## config.mk

```make
export PLATFORM = sky130hd
export DESIGN_NAME = fetch_sequencer
export DESIGN_NICKNAME = d
export VERILOG_FILES = /design/src/rtl/fetch_pkg.sv /design/src/rtl/fetch_sequencer_next_pc_unit.sv /design/src/rtl/fetch_sequencer.sv
export SDC_FILE = /design/constraint.sdc
export NUM_CORES = 1
export LEC_CHECK = 0
export BUFFER_PORTS_ARGS = -buffer_cell sky130_fd_sc_hd__buf_2
export CORE_MARGIN = 3
export CORE_UTILIZATION = 57
export DETAILED_ROUTE_END_ITERATION = 10
export GPL_TIMING_DRIVEN = 0
export PLACE_DENSITY = 0.94
export SLEW_MARGIN = 5
export SYNTH_ARGS = -nofsm -noshare
export SYNTH_HDL_FRONTEND = slang
export SYNTH_SLANG_ARGS = --single-unit
```

## constraint.sdc

```tcl
create_clock -name Clk -period 6.49 [get_ports Clk]
set_input_delay 1.298 -clock Clk [delete_from_list [all_inputs] [get_ports Clk]]
set_output_delay 1.298 -clock Clk [all_outputs]
set_load 0.01 [all_outputs]
```

## src/rtl/fetch_pkg.sv

```systemverilog
// Purpose: shared types and constants for the instruction-fetch sequencer.
// Latency: n/a (declarations only).
// Backpressure: n/a.
package fetch_pkg;

    localparam int PC_W = 32;

    // Byte distance between consecutive instruction words
    localparam logic [PC_W-1:0] PC_INC = 32'd4;

    localparam logic [31:0] DEFAULT_RESET_PC  = 32'h0000_0000;
    localparam logic [31:0] DEFAULT_HALT_WORD = 32'h0000_000C;

    typedef enum logic [1:0] {
        ST_IDLE   = 2'd0,
        ST_REQ    = 2'd1,
        ST_VALID  = 2'd2,
        ST_HALTED = 2'd3
    } fetch_state_e;

endpackage

```

## src/rtl/fetch_sequencer_next_pc_unit.sv

```systemverilog
// Purpose: next-PC selection (jump > taken branch > sequential).
// Latency: purely combinational.
// Backpressure: none; the caller decides when the result is consumed.
//
// Ports: pc (current word address), jump/jump_target (J-type word index),
//        branch_taken/branch_offset (signed word offset), next_pc (result).
module next_pc_unit
    import fetch_pkg::*;
(
    input  logic [PC_W-1:0] pc,
    input  logic            jump,
    input  logic [25:0]     jump_target,
    input  logic            branch_taken,
    input  logic [15:0]     branch_offset,
    output logic [PC_W-1:0] next_pc
);

    logic [PC_W-1:0] pc4;
    logic [PC_W-1:0] branch_disp;

    // Arithmetic wraps modulo 2^32, so 0xFFFF_FFFC + 4 lands on 0.
    assign pc4         = pc + PC_INC;
    assign branch_disp = {{14{branch_offset[15]}}, branch_offset, 2'b00};

    always_comb begin
        next_pc = pc4;
        if (jump) begin
            // Jump stays inside the 256 MB region of the delay-slot address
            next_pc = {pc4[31:28], jump_target, 2'b00};
        end else if (branch_taken) begin
            next_pc = pc4 + branch_disp;
        end
    end

endmodule

```

## src/rtl/fetch_sequencer.sv

```systemverilog
// Purpose: owns the PC, fetches words from instruction memory over req/ack, holds them for decode.
// Latency: 2 cycles per instruction with zero-wait memory; +1 per memory wait cycle, +1 per stall cycle.
// Backpressure: Stall holds the current instruction and PC; MemAck is the memory-side wait control.
//
// Ports: Clk, Reset (synchronous, active-high); Stall, BranchTaken/BranchOffset,
//        Jump/JumpTarget from decode; MemReq/MemAddr/MemAck/MemData to instruction
//        memory; Inst/InstValid/PCOut to decode; Halted status.
// Build option: define FETCH_HALT_EN to stop fetching after an instruction equal to HALT_WORD.
module fetch_sequencer
    import fetch_pkg::*;
#(
    parameter logic [31:0] RESET_PC  = DEFAULT_RESET_PC,
    parameter logic [31:0] HALT_WORD = DEFAULT_HALT_WORD
)(
    input  logic        Clk,
    input  logic        Reset,
    input  logic        Stall,
    input  logic        BranchTaken,
    input  logic [15:0] BranchOffset,
    input  logic        Jump,
    input  logic [25:0] JumpTarget,
    input  logic        MemAck,
    input  logic [31:0] MemData,
    output logic        MemReq,
    output logic [31:0] MemAddr,
    output logic [31:0] Inst,
    output logic        InstValid,
    output logic [31:0] PCOut,
    output logic        Halted
);

    localparam logic [1:0] S_IDLE   = 2'(ST_IDLE);
    localparam logic [1:0] S_REQ    = 2'(ST_REQ);
    localparam logic [1:0] S_VALID  = 2'(ST_VALID);
    localparam logic [1:0] S_HALTED = 2'(ST_HALTED);

    // Instruction words are word aligned; low address bits are never honoured.
    localparam logic [31:0] RESET_PC_ALIGNED = {RESET_PC[31:2], 2'b00};

    logic [1:0]      state;
    logic [PC_W-1:0] pc;
    logic [PC_W-1:0] pc_nxt;
    logic            halt_hit;

    next_pc_unit u_next_pc (
        .pc            (pc),
        .jump          (Jump),
        .jump_target   (JumpTarget),
        .branch_taken  (BranchTaken),
        .branch_offset (BranchOffset),
        .next_pc       (pc_nxt)
    );

`ifdef FETCH_HALT_EN
    assign halt_hit = (Inst == HALT_WORD);
    assign Halted   = (state == S_HALTED);
`else
    logic halt_word_unused;
    assign halt_word_unused = ^HALT_WORD;
    assign halt_hit         = 1'b0;
    assign Halted           = 1'b0;
`endif

    // Outputs decode straight from flops: no input-to-output combinational path.
    assign MemReq    = (state == S_REQ);
    assign MemAddr   = pc;
    assign InstValid = (state == S_VALID);

    always_ff @(posedge Clk) begin
        if (Reset) begin
            // Also abandons any outstanding request; an ack on this edge is dropped.
            state <= S_IDLE;
            pc    <= RESET_PC_ALIGNED;
            Inst  <= '0;
            PCOut <= RESET_PC_ALIGNED;
        end else begin
            case (state)
                S_IDLE: state <= S_REQ;
                S_REQ: begin
                    if (MemAck) begin
                        Inst  <= MemData;
                        PCOut <= pc;
                        state <= S_VALID;
                    end
                end
                S_VALID: begin
                    // Redirect inputs only matter on the cycle decode accepts Inst.
                    if (!Stall) begin
                        if (halt_hit) begin
                            state <= S_HALTED;
                        end else begin
                            pc    <= pc_nxt;
                            state <= S_REQ;
                        end
                    end
                end
                default: ; // HALTED: everything frozen until Reset
            endcase
        end
    end

endmodule
```

# Word level (Yosys, flattened, before mapping)
# Index checks and enable logic that the tools add are counted.
dict set report totals {
  reg_bits 98
  out_inout_bits 99
  input_bits 80
  word_cells 21
}
dict set report classes {
  muxes 5
  n_bitwise 1
  n_addsub 2
  reduce_logical 5
  eq_ne 4
}
# operator n
set ops {}
lappend ops {{32-bit two-way mux} 2}
lappend ops {{32-bit by 3-bit adder with 32-bit output, second input constant} 1}
lappend ops {{32-bit adder} 1}
lappend ops {{2-bit case mux with 3 select lines} 1}
lappend ops {{2-bit two-way mux} 2}
lappend ops {{2-bit != test, second input constant} 2}
lappend ops {{2-bit AND reduction} 2}
lappend ops {{3-bit AND reduction} 1}
lappend ops {{3-bit nonzero test} 1}
lappend ops {{2-bit by 1-bit == test with 1-bit output, second input constant} 1}
lappend ops {{2-bit == test, second input constant} 1}
lappend ops {{2-bit logical NOT} 1}
lappend ops {{1-bit inverter} 1}

# Longest topological paths before layout
dict set report logic_depth {
  word_depth 4
  ltp_mapped 19
  depth_no_buf 17
}

# Modules after synthesis
# A second synthesis with hierarchy kept.
dict set report unflattened {
  cells_unflattened 803
  area_unflattened_um2 6936.7
}
# module instances seq_area_each_um2 cells_per_inst area_each_um2
set by_module_without_submodules {}
lappend by_module_without_submodules {fetch_sequencer 1 1961.9 394 4187.8}
lappend by_module_without_submodules {next_pc_unit 1 0.0 409 2748.9}

# Worst setup path after synthesis
# Ideal clock, no wire load.
dict set report synth_timing {
  kind {reg-to-reg}
  from {register pc[4], in the netlist MemAddr[4]}
  to {register pc[31], in the netlist MemAddr[31]}
  path_stages_with_launch 18
  period_less_slack_ns 3.684
  required_ns 6.367
  arrival_ns 3.561
  setup_slack_ns 2.806
  setup_time_ns 0.123
  n_path_buf 1
  cell_sequence {dfxtp_1 -> buf_2 -> nand4_1 -> nor2_1 -> nand2_1 -> nor2_1 -> nand2_1 -> xnor2_1 -> ha_1 -> and3_1 -> nand4_1 -> nand3b_1 -> o2111ai_2 -> a31oi_1 -> xor2_1 -> a311o_1 -> a21oi_2 -> mux2_1}
}
dict set report synth_between {
  elab_chain_cells 4
}
# element line_no
set synth_lines {}
lappend synth_lines {{start: declaration} fetch_sequencer.sv:41} ;# logic [PC_W-1:0] pc;
lappend synth_lines {{start signal: assignment} fetch_sequencer.sv:92} ;# pc <= pc_nxt;
lappend synth_lines {{32-bit by 3-bit adder with 32-bit output (*)} fetch_sequencer_next_pc_unit.sv:22} ;# assign pc4 = pc + PC_INC;
lappend synth_lines {{32-bit adder} fetch_sequencer_next_pc_unit.sv:31} ;# next_pc = pc4 + branch_disp;
lappend synth_lines {{32-bit two-way mux} fetch_sequencer_next_pc_unit.sv:30} ;# end else if (branch_taken) begin
lappend synth_lines {{32-bit two-way mux (*)} fetch_sequencer_next_pc_unit.sv:27} ;# if (jump) begin
# Every way passes the cells marked *; elsewhere a longest branch is shown, timed or not.
# A chain may end at the register's enable or synchronous reset.

# Worst setup path in the final report
# Ends and elaborated chain as after synthesis.

==> results.json <==
{
  "setup_violations": 0,
  "fp.dieW_microns": 109,
  "fin_cells": 1121,
  "synthTopCellsByCount": "nand2_1, a21oi_1, dfxtp_1",
  "hold_path_class": "flip-flop to flip-flop",
  "port_buffers": 170,
  "postSynthCellCount": 799,
  "synth.most_common_cell": "nand2_1",
  "synth.distinct_cells": 74,
  "worst-slew-pin-transition_ns": 0.868,
  "wl_per_cell_microns": 17.2,
  "synth-main-ff-cell": "dfxtp_1",
  "netlist_area_sq_mm": 0.00605,
  "rsz0062_at_grt": "false",
  "postCtsResizedCells": 0,
  "syn2layout_area_growth_pct": 20.6,
  "worst-path-max-fanout": 8,
  "drc": 0,
  "cts-root-buf": "clkbuf_8",
  "grt_usage_pct": 31.2,
  "htreeDepth": 3,
  "dp_hpwl_microns": 14800,
  "p_leak_nw": 3.29,
  "antenna_cells": 0,
  "cp-start-kind": "flip-flop",
  "overflow": 0,
  "drt-initial-drc-count": 671,
  "seq_area_frac_synth_pct": 31.1,
  "p_per_area_mw_per_mm2": 175,
  "via_count": 6724,
  "grt_pass1_vias": 6252,
  "path_class": "flip-flop to flip-flop",
  "syn_avg_cell_area_sq_um": 7.57,
  "finalWirelength_microns": 19300,
  "drive_above_1_share_pct": 22.1,
  "status": "completed",
  "cts_made_buffers": 9,
  "tns_ns": 0,
  "finalCriticalPeriod_ns": 4.45,
  "synth_top_cell_by_area": "dfxtp_1",
  "yosysTopAreaCellShare_pct": 31.1,
  "firstDrtPassIters": 5,
  "worstPathRequired_ns": 6.74,
  "yosys-top-cells-area": "dfxtp_1, nand2_1, a21oi_1, ha_1, xnor2_1",
  "cts.path.max_buffers": 2,
  "endpoint_kind": "flip-flop",
  "finClkSkew_ns": 0.0128,
  "relSlewSlack_pct": 41.9,
  "fmaxAchievable_mhz": 225,
  "cts_tree": "built",
  "nets": 1102,
  "antenna_found_initial": 0,
  "dp_cells": 1106,
  "io-pin-count": 179,
  "ys_ff_latch": 94,
  "worstPathArrival_ns": 4.70,
  "cts_hold_buf": 0,
  "hold_violations": 0,
  "slew_violations": 0,
  "start_util_pct": 60.2,
  "grt_pass1_wl_microns": 29400,
  "fin_crit_sh_pct": 68.6,
  "postRouteAntennaNets": 0,
  "gp_congestion": 0.951,
  "yosysWarnings": 0,
  "die_area_sq_mm": 0.0119,
  "synth-async-reset-ratio_pct": 0,
  "synth-edff-count": 0,
  "insertion_delay_ns": 0.37,
  "rows": 36,
  "core_sq_mm": 0.0100,
  "clkTransAtPathRegs_ns": 0.09,
  "grt_max_degree": 21,
  "cts_setup_buffers": 0,
  "max-vdd-ir-drop_mv": 0.160,
  "drv_cap": 0,
  "die_y_microns": 109,
  "viasPerCell": 6.00,
  "clock-sinks": 94
}
-- cell usage in the layout, fill, tap and decap left out, drive strengths merged, types with 20 or more instances in the layout --
cell and n:
a21o 20, ha 37, o21ai 35, a21oi 113, nand2 174, clkbuf 54
dfxtp 94, xnor2 29, nor2 54, buf 178
-- worst max-delay path: stages, from the launching register on --
cell,delay (ns)
dfxtp_1,0.35
buf_2,0.20
nand4_1,0.29
nor2_1,0.27
nand2_1,0.17
nor2_1,0.43
nand2_1,0.14
xnor2_1,0.20
ha_1,0.42
and3_1,0.25
nand4_1,0.18
nand3b_1,0.22
o2111ai_2,0.14
a31oi_1,0.13
xor2_1,0.18
a311o_1,0.30
a21oi_2,0.14
mux2_1,0.32
-- flip-flops by register name (all words and copies together), names as in the netlist --
name     flops
state        2
MemAddr     30
Inst        32
PCOut       30
-- per-layer routing --
layer,up-vias,wire (microns),track usage (%)
met4,0,783,14.1
met2,420,8940,52.3
li1,3181,-,-
met5,-,0,0
met1,3050,7540,37.8
met3,73,2020,7.64
-- per-stage QoR --
stage / setup slack, ns / cell area (sq um) / util (%) / power, mW / hold slack [ns]
6_report: 2.04 / 7300 / 72.6 / 1.27 / 0.457
5_1_grt: 1.74 / 7300 / 72.6 / 1.32 / 0.472
4_1_cts: 2.15 / 7300 / 72.6 / 1.27 / 0.456
3_5_place_dp: 2.21 / 7080 / 70.5 / 0.848 / 0.444
3_3_place_gp: 2.32 / 7080 / 70.5 / 0.843 / 0.439
2_1_floorplan: 2.81 / 6060 / - / 0.764 / 0.481
-- cell families after synthesis --
logic type | Yosys count | share of synthesized area (%)
fa+ha+maj | 38 | 7.99
other cells | 1 | 0.0620
simple gates | 313 | 23.6
xor+xnor | 46 | 6.66
flops | 94 | 31.1
compound gates | 240 | 24.9
mux | 5 | 0.848
buf+inv | 62 | 4.88
-- power breakdown --
| part | switching (mW) | total, mW | internal, mW |
|---|---|---|---|
| Clock | 0.214 | 0.432 | 0.218 |
| Sequential | 0.0140 | 0.606 | 0.592 |
| Combinational | 0.146 | 0.237 | 0.0909 |
| Total | 0.374 | 1.27 | 0.901 |
-- worst paths after layout --
check,from,end,slack (ns),cells after the start
max,MemAddr[4]$_SDFFE_PP0P_,MemAddr[31]$_SDFFE_PP0P_,2.04,17
min,Inst[16]$_SDFFE_PP0P_,Inst[16]$_SDFFE_PP0P_,0.46,2
max reg2reg,MemAddr[4]$_SDFFE_PP0P_,MemAddr[31]$_SDFFE_PP0P_,2.04,17
min reg2reg,Inst[16]$_SDFFE_PP0P_,Inst[16]$_SDFFE_PP0P_,0.46,2
-- cell type report --
cell class | instances | area, sq um
multi-input cells | 647 | 3890
fillers | 763 | 2750
flip-flops and latches | 94 | 1880
repair buffers | 170 | 851
plain buffers | 54 | 265
well taps | 133 | 166
clock buffers | 9 | 124
clock inverters | 6 | 92.6
inverters | 8 | 30.0
Note: power is estimated with default switching activity, not from simulation.
